File: src/rtl/adc128_reader.sv
// adc128_reader: SPI master that scans the ADC128S022 channels round-robin
// and publishes raw 12-bit conversion codes. The address sent in one frame
// selects the conversion returned in the following frame. The first frame
// after reset, or after an idle period, therefore only primes the pipeline.
module adc128_reader #(
    parameter int CLK_DIV = 13,
    parameter int NUM_CH  = 2,
    parameter int GAP_CYC = 50
) (
    input  logic                 clk,
    input  logic                 reset,
    input  logic                 enable,
    input  logic                 adc_dout,
    output logic                 adc_cs_n,
    output logic                 adc_sclk,
    output logic                 adc_din,
    output logic [12*NUM_CH-1:0] temp_all,
    output logic                 sample_valid,
    output logic [2:0]           sample_ch,
    output logic [11:0]          sample_data,
    output logic                 frame_err
);

    localparam int DW = (CLK_DIV > 1) ? $clog2(CLK_DIV) : 1;
    localparam int GW = $clog2(GAP_CYC);
    localparam logic [DW-1:0] DIV_LAST = DW'(CLK_DIV - 1);
    localparam logic [GW-1:0] GAP_LAST = GW'(GAP_CYC - 1);
    localparam logic [2:0]    CH_LAST  = 3'(NUM_CH - 1);

    typedef enum logic [1:0] {ST_GAP, ST_FRAME, ST_DONE} state_t;

    state_t        state_reg;
    logic [GW-1:0] gap_cnt_reg;
    logic [DW-1:0] div_cnt_reg;
    logic          high_half_reg;
    logic [3:0]    bit_cnt_reg;
    logic [15:0]   shift_reg;
    logic [2:0]    next_addr_reg;
    logic [2:0]    rd_ch_reg;
    logic          primed_reg;
    logic          store_now;

    // Address bits ride in bit-periods 2..4, MSB first; everything else is 0.
    function automatic logic din_bit(input logic [3:0] b, input logic [2:0] a);
        case (b)
            4'd2:    return a[2];
            4'd3:    return a[1];
            4'd4:    return a[0];
            default: return 1'b0;
        endcase
    endfunction

    // A completed, primed frame with clean leading zeros is written back.
    assign store_now = (state_reg == ST_DONE) && primed_reg && (shift_reg[15:12] == 4'd0);

    // Frame sequencer: gap timing, SCLK generation, bit capture and publishing.
    always_ff @(posedge clk) begin
        if (reset) begin
            state_reg     <= ST_GAP;
            gap_cnt_reg   <= '0;
            div_cnt_reg   <= '0;
            high_half_reg <= 1'b0;
            bit_cnt_reg   <= 4'd0;
            shift_reg     <= 16'd0;
            next_addr_reg <= 3'd0;
            rd_ch_reg     <= 3'd0;
            primed_reg    <= 1'b0;
            adc_cs_n      <= 1'b1;
            adc_sclk      <= 1'b1;
            adc_din       <= 1'b0;
            sample_valid  <= 1'b0;
            sample_ch     <= 3'd0;
            sample_data   <= 12'd0;
            frame_err     <= 1'b0;
        end else begin
            sample_valid <= 1'b0;
            frame_err    <= 1'b0;
            case (state_reg)
                ST_GAP: begin
                    adc_cs_n <= 1'b1;
                    adc_sclk <= 1'b1;
                    adc_din  <= 1'b0;
                    if (gap_cnt_reg != GAP_LAST) begin
                        gap_cnt_reg <= gap_cnt_reg + 1'b1;
                    end else if (enable) begin
                        // First low half of bit-period 0 starts now.
                        state_reg     <= ST_FRAME;
                        gap_cnt_reg   <= '0;
                        div_cnt_reg   <= '0;
                        high_half_reg <= 1'b0;
                        bit_cnt_reg   <= 4'd0;
                        adc_cs_n      <= 1'b0;
                        adc_sclk      <= 1'b0;
                        adc_din       <= din_bit(4'd0, next_addr_reg);
                    end else begin
                        // Idling drops the pipeline; the next frame re-primes.
                        primed_reg <= 1'b0;
                    end
                end
                ST_FRAME: begin
                    if (div_cnt_reg != DIV_LAST) begin
                        div_cnt_reg <= div_cnt_reg + 1'b1;
                    end else begin
                        div_cnt_reg <= '0;
                        if (!high_half_reg) begin
                            // Rising SCLK: capture the ADC bit.
                            high_half_reg <= 1'b1;
                            adc_sclk      <= 1'b1;
                            shift_reg     <= {shift_reg[14:0], adc_dout};
                        end else if (bit_cnt_reg == 4'd15) begin
                            state_reg     <= ST_DONE;
                            high_half_reg <= 1'b0;
                            adc_cs_n      <= 1'b1;
                            adc_sclk      <= 1'b1;
                            adc_din       <= 1'b0;
                        end else begin
                            // Falling SCLK: next bit-period, update DIN.
                            high_half_reg <= 1'b0;
                            adc_sclk      <= 1'b0;
                            bit_cnt_reg   <= bit_cnt_reg + 4'd1;
                            adc_din       <= din_bit(bit_cnt_reg + 4'd1, next_addr_reg);
                        end
                    end
                end
                ST_DONE: begin
                    state_reg     <= ST_GAP;
                    gap_cnt_reg   <= '0;
                    rd_ch_reg     <= next_addr_reg;
                    next_addr_reg <= (next_addr_reg == CH_LAST) ? 3'd0 : next_addr_reg + 3'd1;
                    if (!primed_reg) begin
                        primed_reg <= 1'b1;
                    end else if (shift_reg[15:12] != 4'd0) begin
                        frame_err <= 1'b1;
                    end else begin
                        sample_valid <= 1'b1;
                        sample_ch    <= rd_ch_reg;
                        sample_data  <= shift_reg[11:0];
                    end
                end
                default: state_reg <= ST_GAP;
            endcase
        end
    end

    genvar gi;
    generate
        for (gi = 0; gi < NUM_CH; gi++) begin : g_ch
            logic [11:0] ch_reg;
            // Latest accepted code for this channel; held between updates.
            always_ff @(posedge clk) begin
                if (reset) begin
                    ch_reg <= 12'd0;
                end else if (store_now && (rd_ch_reg == 3'(gi))) begin
                    ch_reg <= shift_reg[11:0];
                end
            end
            assign temp_all[12*gi +: 12] = ch_reg;
        end
    endgenerate

endmodule

File: config.mk
export PLATFORM = sky130hd
export DESIGN_NAME = adc128_reader
export DESIGN_NICKNAME = d
export VERILOG_FILES = /design/src/rtl/adc128_reader.sv
export SDC_FILE = /design/constraint.sdc
export NUM_CORES = 1
export LEC_CHECK = 0
export CORE_MARGIN = 5
export CORE_UTILIZATION = 54
export CTS_BUF_LIST = sky130_fd_sc_hd__clkbuf_16
export DETAILED_ROUTE_END_ITERATION = 8
export PLACE_DENSITY = 0.89
export SKIP_CTS_REPAIR_TIMING = 1
export SLEW_MARGIN = 20
export SYNTH_ARGS = -nofsm -noshare
export SYNTH_HDL_FRONTEND = slang
export SYNTH_SLANG_ARGS = --single-unit
File: constraint.sdc
create_clock -name clk -period 2.15 [get_ports clk]
set_input_delay 0.215 -clock clk [delete_from_list [all_inputs] [get_ports clk]]
set_output_delay 0.215 -clock clk [all_outputs]
set_load 0.02 [all_outputs]
## Yosys cells after proc, flatten, opt, wreduce, memory -nomap -nowiden

Index checks and enable logic that the tools add are counted.

- Output and inout port bits: 44
- Bits of input ports: 4
- Logic and storage cells: 110
- Register bits: 84

- Bitwise operators: 5
- Reduce and logical (&&, ||, !) cells: 22
- Equal/unequal tests: 18
- Add/subtract/negate cells: 4
- Muxes and demuxes: 43

Operator list:

| kind | number |
|---|---|
| 4-bit 2-to-1 mux | 6 |
| 1-bit 2-to-1 mux | 19 |
| 4-bit case mux with 2 select lines | 2 |
| 3-bit AND reduction | 5 |
| 2-bit inequality test, second input constant | 7 |
| 6-bit 2-to-1 mux | 2 |
| 6-bit case mux with 2 select lines | 1 |
| 2-bit 2-to-1 mux | 5 |
| 1-bit case mux with 2 select lines | 5 |
| 4-bit by 1-bit adder with 4-bit output, second input constant | 2 |
| 4-bit by 2-bit == test with 1-bit output, second input constant | 2 |
| 4-bit AND reduction | 2 |
| 6-bit by 1-bit adder with 6-bit output, second input constant | 1 |
| 3-bit by 1-bit == test with 1-bit output, second input constant | 2 |
| 6-bit inequality test, second input constant | 1 |
| 6-bit AND reduction | 1 |
| 1-bit NOT | 5 |
| 5-bit AND reduction | 1 |
| 4-bit by 3-bit == test with 1-bit output, second input constant | 1 |
| 4-bit == test, second input constant | 1 |
| 1-bit logical AND | 4 |
| 4-bit zero test | 1 |
| 4-bit inequality test, second input constant | 1 |
| 2-bit case mux with 2 select lines | 1 |
| 12 further kinds | 14 |

## Longest topological paths before layout

Gate-level depths: netlist of the first run.

- Depth after elaboration: 7
- Gate-level depth with buffers: 8
- Mapped depth without buffers: 6

## Worst setup path after synthesis of the first run

No wires, ideal clock.

- Path type: flip-flop to flip-flop
- Start point: register div_cnt_reg[0]
- End point: register shift_reg[10]
- Path slack: 547 ps
- Setup time: 132 ps
- Required time: 2018 ps
- Clock period less this slack: 1603 ps
- Stages on the path, launching flop included: 9
- Buffers on the path: 2
- Arrival time: 1471 ps
- Cell sequence: dfxtp_1 inv_1 ha_1 nand3_1 or3_1 buf_2 buf_2 nand2_1 a21oi_1

- Cells in the longest elaborated chain, start to end: 3

Ends and longest elaborated chain:

| item | line | text |
|---|---|---|
| from (decl) | 34 | `logic [DW-1:0] div_cnt_reg;` |
| from (signal assigned) | 102 | `div_cnt_reg <= div_cnt_reg + 1'b1;` |
| 4-bit inequality test | 101 | `if (div_cnt_reg != DIV_LAST) begin` |
| 1-bit NOT (no line) | -- |  |
| 3-bit AND reduction (no line) | -- |  |
| to (signal assigned) | 109 | `shift_reg <= {shift_reg[14:0], adc_dout};` |
| to (decl) | 37 | `logic [15:0] shift_reg;` |

No other way between the ends.
A chain may end at the register's enable or synchronous reset.

## Final worst setup path of the first run

- Start point: register state_reg[1]
- End point: register sample_ch[1]

- Cells in the longest elaborated chain, start to end: 2

Ends and longest elaborated chain:

| item | line | text |
|---|---|---|
| from (decl) | 32 | `state_t state_reg;` |
| from (signal assigned) | 59 | `state_reg <= ST_GAP;` |
| from (signal assigned) | 87 | `state_reg <= ST_FRAME;` |
| from (signal assigned) | 111 | `state_reg <= ST_DONE;` |
| 2-bit == test | 78 | `case (state_reg)` |
| 3-bit AND reduction (no line) | -- |  |
| to (signal assigned) | 136 | `sample_ch <= rd_ch_reg;` |
| to (decl) | 19 | `output logic [2:0] sample_ch,` |

No other way between the ends.

==> results of run 1 <==
area by class of cell:
cell class                      instances  area (µm²)  share of cell area
Inverter                                6       22.52            0.005308
Clock inverter                          7       82.58             0.01946
Sequential cell                        84        1682              0.3963
Clock buffer                            9       225.2             0.05308
Multi-Input combinational cell        280        1602              0.3775
Timing Repair Buffer                   56       533.0              0.1256
Tap cell                               77       96.34             0.02271
where the power goes:
group / switching (mW) / internal (mW) / total, mW
Sequential: 0.00752 / 1.56 / 1.57
Combinational: 0.0335 / 0.0174 / 0.0509
Clock: 0.651 / 0.917 / 1.57
kinds of logic after synthesis:
kind of cell / Yosys count
flip-flops: 84
adder cells (fa/ha/maj): 7
XOR/XNOR: 2
buffers and inverters: 31
AO/OA/AOI/OAI: 73
multiplexers: 27
AND/OR/NAND/NOR: 171
final timing paths:
kind	from	end	slack (ns)	cells after the start
max	state_reg[1]$_SDFFE_PP0P_	sample_ch[1]$_SDFFE_PP0P_	0.20	4
min	reset	state_reg[1]$_SDFFE_PP0P_	0.21	3
max reg2reg	state_reg[1]$_SDFFE_PP0P_	sample_ch[1]$_SDFFE_PP0P_	0.20	4
min reg2reg	sample_data[5]$_SDFFE_PP0P_	sample_data[5]$_SDFFE_PP0P_	0.46	2
cell usage in the layout (no fill, tap or decap), types with 2 or more instances in the layout:
cell type,instances
clkinvlp_4,2
buf_4,9
nand2_1,75
nor3_1,5
nand4b_1,2
clkbuf_16,9
nor2_1,39
inv_6,2
nand2b_1,10
a31oi_1,6
dfxtp_1,84
or4_1,4
o211ai_1,3
or3_1,4
clkdlybuf4s50_1,46
nor2b_1,4
a211oi_1,2
mux2i_1,26
nand3_1,14
a22oi_1,3
inv_1,6
ha_1,7
a21oi_1,51
nand4_1,4
worst max-delay path, cell delays in order, from the launching register on:
cell and delay [ns]:
dfxtp_1 0.59, and3b_1 0.27, and2_0 0.65, nand2_1 0.16, a21oi_1 0.19
layer usage:
metal  vias to the layer above  share of wire  wire length (µm)  track usage
li1                       1440              -                 -            -
met1                      1363           0.42              3190       0.2224
met2                        72           0.51              3878       0.3366
met3                        17          0.045               344      0.03923
met4                         0          0.021               157      0.09194
met5                         -              0                 0            0
metrics by stage:
stage	instance area [µm²]	hold WS (ns)	setup slack [ns]	total power [mW]	util
final	4243	0.2097	0.2027	3.188	0.6759
after CTS	4243	0.2001	0.2171	3.206	0.6759
after global placement	3935	0.4478	0.4211	1.653	0.6269
after global routing	4243	0.2490	0.01344	3.281	0.6759
after floorplan	3433	0.3510	0.5471	1.639	-
after detailed placement	3935	0.4486	0.2548	1.654	0.6269
==> reports/metrics.sh, run 1 <==
CRITPATHCAPTURETYPE='flop'
FLOORPLAN.DIE.WIDTH_UM=89.74
POSTSYNTHREGISTERBITS=84
TNS_NS=0
FINAL.SETUP_SKEW_NS=0.009004
START_KIND='flop'
POST_SYNTH_INSTANCE_AREA_MM2=0.003433
SYNTH_MUX_AREA_FRAC=0.07908
DIE_H_UM=89.74
SYNTH-ADDER-AREA-SHARE=0.02551
FINAL_CELLS=519
GRT_ANTENNA_BEFORE_REPAIR=0
YS_TYPES=44
DETAIL_ROUTE.VIAS_PER_CELL=5.572
SUM_OF_NET_HALF_PERIMETERS_AFTER_DETAILED_PLACEMENT_MM=5.128
CRITICAL_PATH_FANOUTS_MAX=16
SYNTH_TOP_FAMILY_BY_AREA='simple AND/OR/NAND/NOR gates'
MAPPEDNETLISTNETS=406
MAX_CAP_VIOL_COUNT=0
SYNTHTOPCELLSBYCOUNT='84 x dfxtp_1, 75 x nand2_1, 51 x a21oi_1, 39 x nor2_1, 26 x mux2i_1'
LARGEST_REG_FLOPS=24
SYNTH.AREA.TOP_CELLS='dfxtp_1 49%, nand2_1 8.2%, mux2i_1 7.6%'
AREA_GROWTH_SYN_TO_LAYOUT_PCT=23.58
AVG_CELL_AREA_SYN_UM2=8.692
NETLIST.AREA_LEADER.SHARE=0.4898
CRITPATHKIND='reg -> reg'
GRT_SETUP_UNREPAIRED='false'
SYNTH-EDFF-COUNT=0
SYNTHMOSTINSTANTIATEDCELL='dfxtp_1'
POST_SYNTH_INST_COUNT=395
DRT_PASS1_ITERATIONS=4
STARTING_DENSITY_OF_THE_CORE=0.5469
YS.FLOP_TYPE='dfxtp_1'
P_LEAK_nW=1.519
PERIOD_SHARE=0.9057
DETAIL_ROUTE.DRC_VIOLATIONS=0
CP_DATA_REQUIRED_TIME_NS=2.41
FP-ROW-COUNT=29
SYNTH_SIMPLE_GATE_AREA_FRAC=0.2365
GRT_START_MAX_NET_PINS=43
FINALSETUPVIOLCOUNT=0
CTS_BUFFERS=9
DETAIL_ROUTE.WIRELENGTH_MM=7.571
SLEW_HEADROOM=0.4747
PWR_DENSITY_CELL_mW_PER_MM2=751.3
TIMING_MAX_TRANSITION_VIOLATIONS_FINAL=0
FILL_CELLS=491
FINALWEIGHTEDCONGESTION=0.7890
FP.DIEAREA_MM2=0.008052
SYNTH.YOSYS.SEQ_AREA_SHARE=0.4898
SYNTH_COMPOUND_GATE_AREA_SHARE=0.1203
TRITONCTS_CLOCK_TREE='done'
DIODES=0
CTS_MAX_PATH_BUFFERS=2
PLACE.PORT_BUFFERS=47
HOLD_VIOL=0
PIN_COUNT=48
DRT-INITIAL-DRC-COUNT=163
VIAS_IN_THE_FIRST_GLOBAL_ROUTE=2786
FINAL_PERIOD_DEMAND_OF_THE_WORST_PATH_NS=1.947
FLOORPLAN.CORE_AREA_MM2=0.006277
GRT_UTIL_ALL_LAYERS=0.1924
FINALNETCOUNT=448
FIRST_PASS_GRT_WIRE_LENGTH_MM=13.11
SYNTH-ASYNC-RESET-RATIO=0
CLOCK_LATENCY_NS=0.34
AVGROUTEDWIREPERCELL_UM=14.59
GRT.OVERFLOW.TOTAL=0
YOSYSWARNINGCOUNT=0
WORST_SLEW_PIN_SLEW_NS=0.7875
CRITPATHARRIVALTIME_NS=2.21
PLACED_CELLS=503
CTS.ROOT.BUFFER_CELL='clkbuf_16'
WORST_HOLD_PATH_TYPE='in -> reg'
TRITONCTS_NUM_SINKS=84
DRIVE_GT1_FRAC=0.07014
RUN_STATUS='complete, no violations'
HTREE_NUM_LEVELS=3
VIA_COUNT=2892
SYNTH_XOR_XNOR_AREA_SHARE=0.005102
ROUTE.ANTENNA.REMAINING_NETS=0
PEAKVDDDROP_uV=633.8
CLK_PIN_SLEW_WORST_PATHS_NS=0.06
ACHIEVABLE-FREQUENCY_MHz=513.5
YOSYS.AREA.TOP_TYPE='dfxtp_1'
Note: power is estimated with default switching activity, not from simulation.
==> inputs of run 2 (changes only) <==
- CAP_MARGIN: unset -> 20
==> results of run 2 <==
Final layout, timing and power as in run 1 (identical DEF).
